File: src/rtl/reset_seq_pkg.sv
// ============================================================================
// reset_seq_pkg : shared types, cause codes and sizing helper for the
//                 reset sequencer.              Revision: 1.0
// ============================================================================
`default_nettype none

package reset_seq_pkg;

  typedef enum logic [1:0] {
    FILTER  = 2'd0,
    HOLD    = 2'd1,
    RELEASE = 2'd2,
    DONE    = 2'd3
  } state_e;

  localparam logic [1:0] CAUSE_POR  = 2'b00;
  localparam logic [1:0] CAUSE_EXT  = 2'b01;
  localparam logic [1:0] CAUSE_SW   = 2'b10;
  localparam logic [1:0] CAUSE_BOTH = 2'b11;

  // One counter serves every phase, so it is sized for the longest one.
  function automatic int cnt_width(input int a, input int b, input int c);
    int m;
    m = (a > b) ? a : b;
    m = (m > c) ? m : c;
    return $clog2(m + 1);
  endfunction

endpackage

`default_nettype wire

File: src/rtl/reset_sync.sv
// ============================================================================
// reset_sync : STAGES-deep flop chain for bringing a reset request into the
//              clk domain, with a parametrised reset value.  Revision: 1.0
// ============================================================================
`default_nettype none

module reset_sync #(
  parameter int   STAGES  = 2,
  parameter logic RST_VAL = 1'b0
) (
  input  logic clk,
  input  logic rst,
  input  logic d_i,
  output logic q_o
);

  if (STAGES < 2) begin : g_bad_stages
    $error("reset_sync: STAGES must be at least 2");
  end

  logic [STAGES-1:0] sync_q;

  always_ff @(posedge clk) begin
    if (rst) begin
      sync_q <= {STAGES{RST_VAL}};
    end else begin
      sync_q <= {sync_q[STAGES-2:0], d_i};
    end
  end

  assign q_o = sync_q[STAGES-1];

endmodule

`default_nettype wire

File: src/rtl/reset_sequencer.sv
// ============================================================================
// reset_sequencer : filters an external/software reset request and releases
//                   NUM_OUT active-low resets in index order.  Revision: 1.0
// ============================================================================
`default_nettype none

module reset_sequencer
  import reset_seq_pkg::*;
#(
  parameter int NUM_OUT        = 4,
  parameter int SYNC_STAGES    = 2,
  parameter int FILTER_CYCLES  = 4,
  parameter int HOLD_CYCLES    = 16,
  parameter int STAGGER_CYCLES = 8
) (
  input  logic               clk,
  input  logic               rst,
  input  logic               rst_req_n_async,
  input  logic               sw_rst_req,
  output logic [NUM_OUT-1:0] rst_n_out,
  output logic               seq_done,
  output logic               busy,
  output logic [1:0]         last_cause
);

  if (NUM_OUT < 1 || NUM_OUT > 16 ||
      SYNC_STAGES < 2 || SYNC_STAGES > 4 ||
      FILTER_CYCLES < 1 || FILTER_CYCLES > 255 ||
      HOLD_CYCLES < 1 || HOLD_CYCLES > 65535 ||
      STAGGER_CYCLES < 0 || STAGGER_CYCLES > 65535) begin : g_bad_params
    $error("reset_sequencer: parameter out of range");
  end

  localparam int CNT_W = cnt_width(FILTER_CYCLES, HOLD_CYCLES, STAGGER_CYCLES);
  localparam int IDX_W = (NUM_OUT > 1) ? $clog2(NUM_OUT) : 1;
  localparam logic [CNT_W-1:0] FILT_LAST = CNT_W'(FILTER_CYCLES - 1);
  localparam logic [CNT_W-1:0] HOLD_LAST = CNT_W'(HOLD_CYCLES - 1);
  localparam logic [CNT_W-1:0] STAG_LAST =
    CNT_W'((STAGGER_CYCLES > 0) ? STAGGER_CYCLES - 1 : 0);
  localparam logic [IDX_W-1:0] IDX_LAST = IDX_W'(NUM_OUT - 1);

  logic               req_n_s;
  logic               req_ext;
  logic               req_now;
  state_e             state_q, state_d;
  logic [CNT_W-1:0]   cnt_q, cnt_d, cnt_inc;
  logic [IDX_W-1:0]   idx_q, idx_d;
  logic [NUM_OUT-1:0] rel_q, rel_d;
  logic [1:0]         cause_q, cause_d;

  reset_sync #(
    .STAGES  (SYNC_STAGES),
    .RST_VAL (1'b0)
  ) u_sync (
    .clk (clk),
    .rst (rst),
    .d_i (rst_req_n_async),
    .q_o (req_n_s)
  );

  always_ff @(posedge clk) begin
    if (rst) begin
      state_q <= FILTER;
      cnt_q   <= '0;
      idx_q   <= '0;
      rel_q   <= '0;
      cause_q <= CAUSE_POR;
    end else begin
      state_q <= state_d;
      cnt_q   <= cnt_d;
      idx_q   <= idx_d;
      rel_q   <= rel_d;
      cause_q <= cause_d;
    end
  end

  assign req_ext = ~req_n_s;
  assign req_now = req_ext | sw_rst_req;
  assign cnt_inc = (cnt_q == {CNT_W{1'b1}}) ? cnt_q : cnt_q + 1'b1;

  always_comb begin
    state_d = state_q;
    cnt_d   = cnt_q;
    idx_d   = idx_q;
    rel_d   = rel_q;
    cause_d = cause_q;
    if (req_now) begin
      state_d = FILTER;
      cnt_d   = '0;
      idx_d   = '0;
      rel_d   = '0;
      // An external request still held low while filtering is the same reset,
      // so only a fresh request (or any software pulse) rewrites the cause.
      if (sw_rst_req || state_q != FILTER) begin
        if (sw_rst_req && req_ext) begin
          cause_d = CAUSE_BOTH;
        end else if (sw_rst_req) begin
          cause_d = CAUSE_SW;
        end else begin
          cause_d = CAUSE_EXT;
        end
      end
    end else begin
      case (state_q)
        FILTER: begin
          if (cnt_q == FILT_LAST) begin
            state_d = HOLD;
            cnt_d   = '0;
          end else begin
            cnt_d = cnt_inc;
          end
        end
        HOLD: begin
          if (cnt_q == HOLD_LAST) begin
            state_d = RELEASE;
            cnt_d   = '0;
            idx_d   = '0;
            rel_d   = (STAGGER_CYCLES == 0) ? {NUM_OUT{1'b1}} : NUM_OUT'(1);
          end else begin
            cnt_d = cnt_inc;
          end
        end
        RELEASE: begin
          if (STAGGER_CYCLES == 0 || idx_q == IDX_LAST) begin
            state_d = DONE;
          end else if (cnt_q == STAG_LAST) begin
            cnt_d = '0;
            idx_d = idx_q + 1'b1;
            rel_d = rel_q | (rel_q << 1);
          end else begin
            cnt_d = cnt_inc;
          end
        end
        DONE: begin
          state_d = DONE;
        end
        default: begin
          state_d = FILTER;
        end
      endcase
    end
  end

  assign rst_n_out  = rel_q;
  assign seq_done   = &rel_q;
  assign busy       = ~seq_done;
  assign last_cause = cause_q;

endmodule

`default_nettype wire

File: config.mk
export PLATFORM = sky130hd
export DESIGN_NAME = reset_sequencer
export DESIGN_NICKNAME = d
export VERILOG_FILES = /design/src/rtl/reset_seq_pkg.sv /design/src/rtl/reset_sync.sv /design/src/rtl/reset_sequencer.sv
export SDC_FILE = /design/constraint.sdc
export NUM_CORES = 1
export LEC_CHECK = 0
export ABC_AREA = 1
export BUFFER_PORTS_ARGS = -buffer_cell sky130_fd_sc_hd__buf_2
export CORE_ASPECT_RATIO = 1.4
export CORE_MARGIN = 5
export CORE_UTILIZATION = 43
export CTS_BUF_LIST = sky130_fd_sc_hd__clkbuf_16
export DETAILED_ROUTE_END_ITERATION = 12
export GPL_TIMING_DRIVEN = 0
export SYNTH_ARGS = -nofsm -noshare
export SYNTH_HDL_FRONTEND = slang
export SYNTH_SLANG_ARGS = --single-unit
File: constraint.sdc
create_clock -name clk -period 1.5 [get_ports clk]
set_input_delay 0.3 -clock clk [delete_from_list [all_inputs] [get_ports clk]]
set_output_delay 0.3 -clock clk [all_outputs]
set_load 0.1 [all_outputs]
==> results.sh, run 1 <==
export IMPL_hpwlAfterDp_um=1610
export IMPL_synth_seq_area_share=0.344
export IMPL_layout_min_cycle_time_ns=1.44
export IMPL_crit_fanout=4
export IMPL_area_growth_pct=23.0
export IMPL_worstMarginPinSlew_ns=0.487
export IMPL_clockRootBuffer="clkbuf_16"
export IMPL_dr_pass1_iters=4
export IMPL_numCtsBuffers=3
export IMPL_grt_start_max_net_pins=11
export IMPL_syn_nets=148
export IMPL_wl_per_cell_um=11.8
export IMPL_drc=0
export IMPL_place_area_um2=1090
export IMPL_max_vdd_ir_drop_v=0.000670
export IMPL_yosysTopAreaCell="dfxtp_1"
export IMPL_timing_worst_setup_path_type="register to register"
export IMPL_finalSetupViolations=0
export IMPL_clkLatencyLatePin_ns=0.25
export IMPL_end_kind="register"
export IMPL_cpMostUsedCell="nor2_1"
export IMPL_antenna_found_initial=0
export IMPL_post_cts_buffers=0
export IMPL_start_util=0.454
export IMPL_finalInstanceArea_um2=1220
export IMPL_grt_ovfl_total=0
export IMPL_clock_skew_ns=0.00180
export IMPL_synth_area_leaders="dfxtp_1 34%, nand2_1 11%, ha_1 10%"
export IMPL_clock_path_buffers=2
export IMPL_diodes=0
export IMPL_core_area_um2=2180
export IMPL_die_area_um2=3370
export IMPL_hold_viol=0
export IMPL_cts_tree="yes"
export IMPL_clock_sinks=17
export IMPL_synth_area_um2=988
export IMPL_yosysUniqueCellTypes=21
export IMPL_final_layout_size_suffix_gt1_frac=0.272
export IMPL_crit_path_max_incr_delay_ns=0.32
export IMPL_max_cap_violations=0
export IMPL_nets=164
export IMPL_grt_pass1_vias=883
export IMPL_track_usage=0.134
export IMPL_timing_final_crit_share=0.961
export IMPL_cp_start_kind="register"
export IMPL_report_final_slew_viol_count=0
export IMPL_whs_ns=0.259
export IMPL_clk_pin_slew_ns=0.05
export IMPL_fmax_mhz=694
export IMPL_num_vias=903
export IMPL_relSlewSlack=0.677
export IMPL_synth_seq_cells=17
export IMPL_fillers=203
export IMPL_ys_warn_count=0
export IMPL_dp_slack_ns=-0.0668
export IMPL_final_common_cell="nand2_1"
export IMPL_power_density_nw_per_um2=847
export IMPL_hold_path_class="input pin to register"
export IMPL_grt_pass1_wl_um=3570
export IMPL_fin_ws_ns=0.0586
export IMPL_port_buffers=11
export IMPL_status="completed"
export IMPL_rows=20
export IMPL_die_x_um=50.5
export IMPL_io_pins=12
export IMPL_rsz0062_at_grt="yes"
export IMPL_via_per_inst=5.22
export IMPL_finalWeightedCongestion=0.770
export IMPL_dr_first_iter_drc_count=15
export IMPL_required_ns=1.68
export IMPL_layout_common_cells="29 x nand2_1, 19 x inv_1, 12 x nor2_1, 12 x a21oi_1"
export IMPL_cp_cell_sequence="inv_1 -> ha_2 -> inv_1 -> o21ai_2 -> nand3_2 -> nor2_1 -> nor2_1 -> nor2_1"
export IMPL_avgSynthCellArea_um2=7.27
export IMPL_slowest_stage="dfxtp_1"
export IMPL_die_h_um=66.7
export IMPL_final_antenna_net_count=0
export IMPL_crit_arrival_ns=1.62
export IMPL_drt_wl_total_um=2030
export IMPL_synth_cells=136
export IMPL_yosysTopAreaCellShare=0.344
export IMPL_htreeDepth=1
export IMPL_power_leakage_uw=0.000511
[worst paths after layout]
kind / from / to / slack, ns / cells past startpoint
max: state_q[1] / rst_n_out[2] / 0.06 / 8
min: rst_req_n_async / u_sync.sync_q[0] / 0.26 / 3
max reg2reg: state_q[1] / rst_n_out[2] / 0.06 / 8
min reg2reg: u_sync.sync_q[0] / u_sync.sync_q[1] / 0.41 / 2
[where the power goes]
group          total, uW  internal [uW]  switching, uW
Clock                525            356            169
Sequential           455            452           3.08
Combinational       50.2           10.2           40.0
Total               1030            819            212
[area by class of cell]
| class | instances | area (um^2) | area share |
|---|---|---|---|
| plain buffers | 2 | 22.5 | 0.0185 |
| clock buffers | 3 | 75.1 | 0.0617 |
| clock inverters | 1 | 5.00 | 0.00412 |
| inverters | 22 | 86.3 | 0.0710 |
| multi-input cells | 95 | 577 | 0.474 |
| flip-flops and latches | 17 | 359 | 0.295 |
| well taps | 22 | 27.5 | 0.0226 |
| repair buffers | 11 | 63.8 | 0.0525 |
[routing by layer]
layer  wire [um]  GRT usage
met4          53     0.0575
met5           0          0
met3          69     0.0268
met2        1110      0.258
met1         800      0.134
[metrics by stage]
step                      power (uW)   util  instances  setup TNS (ns)
after floorplan                  502      -        136           -1.65
after global placement           514  0.501        169         -0.0573
after detailed placement         515  0.501        169         -0.0668
after CTS                       1040  0.541        173               0
after global routing            1070  0.559        173          -0.133
final                           1030  0.559        173               0
[repair_timing]
action / in CTS / in global routing
resized for setup: 5 / 8
hold buffers: 0 / 0
endpoints found under the setup margin: 4 / 8
[flip-flops by register name, indices dropped and copies added, names as in the netlist]
signal / count
last_cause: 2
idx_q: 2
cnt_q: 5
state_q: 2
rst_n_out: 4
u_sync.sync_q: 2
[cell usage after synthesis]
cell type	number
nand2_1	29
nand4_1	7
nand3_1	11
nand4_2	1
nor3_2	1
ha_1	8
nand3_2	1
buf_6	2
inv_1	21
o21ai_0	4
nor2_2	1
o21ai_2	1
nand2_4	1
nand2_2	2
a21oi_1	13
inv_2	1
a31oi_1	1
nor2_8	1
nand3b_1	1
dfxtp_1	17
nor2_1	12
[kinds of logic after synthesis]
family | count (synthesis) | synth area share
and+or+nand+nor | 68 | 0.347
adders and majority gates | 8 | 0.101
DFF | 17 | 0.344
AOI/OAI and AO/OA | 19 | 0.101
buffers and inverters | 24 | 0.106
[worst max-delay path, delay by kind of cell (launching register included)]
family / cells / cell delay (ns)
and+or+nand+nor: 4 / 0.35
buffers and inverters: 2 / 0.23
DFF: 1 / 0.32
AOI/OAI and AO/OA: 1 / 0.19
adders and majority gates: 1 / 0.27
Note: power is estimated with default switching activity, not from simulation.
==> inputs of run 2 (changes only) <==
Settings changed: CTS_BUF_LIST sky130_fd_sc_hd__clkbuf_16 to default.
==> results.sh, run 2 (synthesis results as in run 1) <==
export IMPL_rows=20
export IMPL_hold_depth=3
export IMPL_clock_sinks=17
export IMPL_numCtsBuffers=3
export IMPL_report_final_slew_viol_count=0
export IMPL_worstMarginPinSlew_ns=0.488
export IMPL_place_area_um2=1090
export IMPL_final_common_cell="nand2_1"
export IMPL_max_cap_violations=0
export IMPL_hold_buffers=0
export IMPL_max_vdd_ir_drop_v=0.000448
export IMPL_cp_cell_sequence="nand4_1 -> buf_4"
export IMPL_rr_worst_depth=8
export IMPL_die_h_um=66.7
export IMPL_timing_critical_path_from="rst_n_out[2]"
export IMPL_largest_reg_flops=5
export IMPL_clock_path_buffers=2
export IMPL_antenna_found_initial=0
export IMPL_power_density_nw_per_um2=617
export IMPL_dr_first_iter_drc_count=12
export IMPL_crit_arrival_ns=1.13
export IMPL_whs_endpoint="u_sync.sync_q[0]"
export IMPL_slowest_stage="dfxtp_4"
export IMPL_finalInstanceArea_um2=1210
export IMPL_drt_wl_total_um=2080
export IMPL_clk_pin_slew_ns=0.10
export IMPL_relSlewSlack=0.677
export IMPL_hpwlAfterDp_um=1610
export IMPL_timing_final_crit_share=0.956
export IMPL_r2r_start="state_q[1]"
export IMPL_cts_tree="yes"
export IMPL_grt_pass1_wl_um=3570
export IMPL_timing_worst_setup_path_type="register to output pin"
export IMPL_final_layout_size_suffix_gt1_frac=0.296
export IMPL_layout_min_cycle_time_ns=1.43
export IMPL_finalSetupViolations=0
export IMPL_die_x_um=50.5
export IMPL_start_util=0.454
export IMPL_power_leakage_uw=0.000501
export IMPL_hold_viol=0
export IMPL_drc=0
export IMPL_dp_slack_ns=-0.0668
export IMPL_clockRootBuffer="clkbuf_4"
export IMPL_nets=165
export IMPL_finalWeightedCongestion=0.770
export IMPL_rsz0062_at_grt="no"
export IMPL_track_usage=0.135
export IMPL_area_growth_pct=22.4
export IMPL_end_kind="output pin"
export IMPL_crit_path_max_incr_delay_ns=0.36
export IMPL_crit_fanout=4
export IMPL_r2r_end="rst_n_out[2]"
export IMPL_grt_pass1_vias=867
export IMPL_clock_skew_ns=0.000801
export IMPL_grt_start_max_net_pins=11
export IMPL_fillers=212
export IMPL_final_antenna_net_count=0
export IMPL_diodes=0
export IMPL_status="completed"
export IMPL_cp_start_kind="register"
export IMPL_wl_per_cell_um=12.0
export IMPL_clkLatencyLatePin_ns=0.29
export IMPL_fin_ws_ns=0.0665
export IMPL_top_register="cnt_q"
export IMPL_core_area_um2=2180
export IMPL_layout_common_cells="29 x nand2_1, 17 x inv_1, 12 x nor2_1, 12 x a21oi_1, 10 x nand3_1"
export IMPL_dr_pass1_iters=4
export IMPL_die_area_um2=3370
export IMPL_via_per_inst=5.20
export IMPL_htreeDepth=1
export IMPL_required_ns=1.20
export IMPL_hold_path_class="input pin to register"
export IMPL_ff2ff_setup_slack_ns=0.09
export IMPL_num_vias=904
export IMPL_fmax_mhz=698
export IMPL_hp_start="rst_req_n_async"
export IMPL_port_buffers=11
export IMPL_grt_ovfl_total=0
export IMPL_io_pins=12
run 2: how the worst max path moves through the flow:
stage,end,cells past startpoint
after floorplan,seq_done,2
after global placement,cnt_q[4],7
after detailed placement,cnt_q[4],7
after CTS,cnt_q[4],7
after global routing,rst_n_out[2],8
final,busy,2
run 2: layout make-up:
| type | count | area (um^2) | share of cell area |
|---|---|---|---|
| Buffer | 2 | 22.5 | 0.0186 |
| Clock buffer | 3 | 22.5 | 0.0186 |
| Clock inverter | 1 | 5.00 | 0.00414 |
| Inverter | 22 | 90.1 | 0.0745 |
| Multi-Input combinational cell | 95 | 597 | 0.493 |
| Sequential cell | 17 | 365 | 0.302 |
| Tap cell | 22 | 27.5 | 0.0228 |
| Timing Repair Buffer | 12 | 80.1 | 0.0662 |
run 2: where the power goes:
part	internal, uW	switching [uW]	total, uW
sequential	447	3.07	450
combinational	10.2	40.1	50.3
clock	99.5	147	246
run 2: timing repair:
item | 4_1_cts | 5_1_grt
gates cloned | 0 | 0
endpoints found under the hold margin | 0 | 0
resized for setup | 6 | 17
pin swaps | 0 | 1
setup buffers | 0 | 1
endpoints found under the setup margin | 5 | 9
run 2: metal layers:
layer	global-route usage	share of wire
met1	0.139	0.40
met2	0.253	0.55
met3	0.0336	0.033
met4	0.0479	0.017
met5	0	0
run 2: critical path, delay by kind of cell (launching register included):
family | cells | cell delay (ns)
simple gates | 1 | 0.16
flops | 1 | 0.36
buf+inv | 1 | 0.32
run 2: through the flow:
step | total power, uW | setup TNS [ns] | hold slack (ns) | instances | util
after floorplan | 502 | -1.65 | 0.369 | 136 | -
after global placement | 514 | -0.0573 | 0.397 | 169 | 0.501
after detailed placement | 515 | -0.0668 | 0.406 | 169 | 0.501
after CTS | 758 | 0 | 0.200 | 173 | 0.519
after global routing | 790 | 0 | 0.197 | 174 | 0.556
final | 746 | 0 | 0.202 | 174 | 0.556
==> inputs of run 3 (changes only) <==
Settings changed: GPL_TIMING_DRIVEN 0 to default, PLACE_DENSITY from default to 0.63.
==> results.sh, run 3 (synthesis results as in run 1) <==
export IMPL_status="completed"
export IMPL_clock_path_buffers=2
export IMPL_endpoint="busy"
export IMPL_cts_tree="yes"
export IMPL_finalSetupViolations=0
export IMPL_dr_first_iter_drc_count=20
export IMPL_crit_fanout=4
export IMPL_r2r_end="cnt_q[4]"
export IMPL_power_frac_comb=0.068
export IMPL_path_depth=3
export IMPL_final_antenna_net_count=0
export IMPL_layout_common_cells="29 x nand2_1, 19 x inv_1, 13 x a21oi_1"
export IMPL_largest_reg_flops=5
export IMPL_seqPwrFrac=0.602
export IMPL_power_density_nw_per_um2=617
export IMPL_rsz0062_at_grt="yes"
export IMPL_power_uw=751
export IMPL_clkPwrFrac=0.330
export IMPL_numCtsBuffers=3
export IMPL_clk_pin_slew_ns=0.10
export IMPL_grt_pass1_wl_um=3530
export IMPL_crit_path_max_incr_delay_ns=0.37
export IMPL_ff2ff_setup_slack_ns=0.05
export IMPL_crit_buf_inv=2
export IMPL_timing_worst_setup_path_type="register to output pin"
export IMPL_final_common_cell="nand2_1"
export IMPL_drt_wl_total_um=2180
export IMPL_diodes=0
export IMPL_report_final_slew_viol_count=0
export IMPL_drc=0
export IMPL_p_sw_uw=192
export IMPL_power_leakage_uw=0.000526
export IMPL_die_area_um2=3370
export IMPL_track_usage=0.131
export IMPL_fmax_mhz=683
export IMPL_final_cells=178
export IMPL_hold_buffers=0
export IMPL_hpwlAfterDp_um=1700
export IMPL_port_buffers=11
export IMPL_top_register="cnt_q"
export IMPL_max_cap_violations=0
export IMPL_clock_skew_ns=0.00949
export IMPL_die_h_um=66.7
export IMPL_hold_viol=0
export IMPL_relSlewSlack=0.675
export IMPL_hold_path_class="input pin to register"
export IMPL_worstMarginPinSlew_ns=0.491
export IMPL_r2r_start="state_q[0]"
export IMPL_cp_start_kind="register"
export IMPL_area_growth_pct=23.2
export IMPL_required_ns=1.20
export IMPL_max_vdd_ir_drop_v=0.000643
export IMPL_rr_worst_depth=7
export IMPL_rows=20
export IMPL_layout_min_cycle_time_ns=1.47
export IMPL_clockRootBuffer="clkbuf_4"
export IMPL_p_int_uw=559
export IMPL_slowest_stage="dfxtp_4"
export IMPL_timing_critical_path_from="rst_n_out[0]"
export IMPL_critical_path_top_delay_family="flip-flops"
export IMPL_cp_cell_sequence="nand4_1 -> buf_4 -> buf_12"
export IMPL_nets=169
export IMPL_finalSetupTns_ns=0
export IMPL_finalWeightedCongestion=0.788
export IMPL_timing_final_crit_share=0.977
export IMPL_dpl_cell_count=172
export IMPL_grt_start_max_net_pins=11
export IMPL_clock_sinks=17
export IMPL_final_layout_size_suffix_gt1_frac=0.295
export IMPL_p_sw_frac=0.256
export IMPL_dr_pass1_iters=4
export IMPL_via_per_inst=5.16
export IMPL_num_vias=919
export IMPL_wl_per_cell_um=12.2
export IMPL_whs_ns=0.211
export IMPL_clkLatencyLatePin_ns=0.29
export IMPL_crit_arrival_ns=1.17
export IMPL_die_x_um=50.5
export IMPL_core_area_um2=2180
export IMPL_start_util=0.454
export IMPL_antenna_found_initial=0
export IMPL_htreeDepth=1
export IMPL_grt_pass1_vias=889
export IMPL_end_kind="output pin"
export IMPL_grt_ovfl_total=0
export IMPL_io_pins=12
run 3: layout make-up:
cell class	instances	area, um^2
sequential	17	363
clock inverter	1	5.00
tap	22	27.5
fill	202	960
clock buffer	3	22.5
inverter	22	86.3
multi-input combinational	95	576
timing repair buffer	18	138
run 3: how the worst min path moves through the flow:
stage	startpoint	to	slack, ns	depth (start not counted)
floorplan	rst	last_cause[0]	0.37	1
global placement	u_sync.sync_q[0]	u_sync.sync_q[1]	0.39	2
detailed placement	u_sync.sync_q[0]	u_sync.sync_q[1]	0.40	2
CTS	rst_req_n_async	u_sync.sync_q[0]	0.21	3
global route	rst_req_n_async	u_sync.sync_q[0]	0.22	3
finish	rst_req_n_async	u_sync.sync_q[0]	0.21	3
run 3: power groups by stage:
stage                     clock [uW]  sequential (uW)  combinational (uW)
final                            248              452                50.8
after detailed placement           0              464                50.8
after CTS                        252              454                51.1
after global placement             0              464                50.3
after floorplan                    0              491                11.5
after global routing             274              453                55.2
run 3: per-stage QoR:
step	util	worst slack, ns	cell area (um^2)
floorplan	-	-1.29	1010
global placement	0.521	-0.0218	1130
detailed placement	0.521	-0.0456	1130
CTS	0.540	-0.00486	1180
global route	0.559	-0.0356	1220
finish	0.559	0.0348	1220
run 3: repair_timing:
action	CTS	global route
setup endpoints to repair	4	11
setup buffers	1	1
gates resized for setup	3	10
pin swaps	1	1
run 3: per-layer routing:
metal | global-route usage | routed length [um] | up-vias
met5 | 0 | 0 | -
met4 | 0.0511 | 39 | 0
met3 | 0.0134 | 62 | 6
met2 | 0.255 | 1200 | 18
met1 | 0.137 | 876 | 418
li1 | - | - | 477
run 3: tightest hold or removal path, cell delays in order:
cell and delay (ns):
buf_2 0.09, inv_1 0.04, nor2_1 0.03
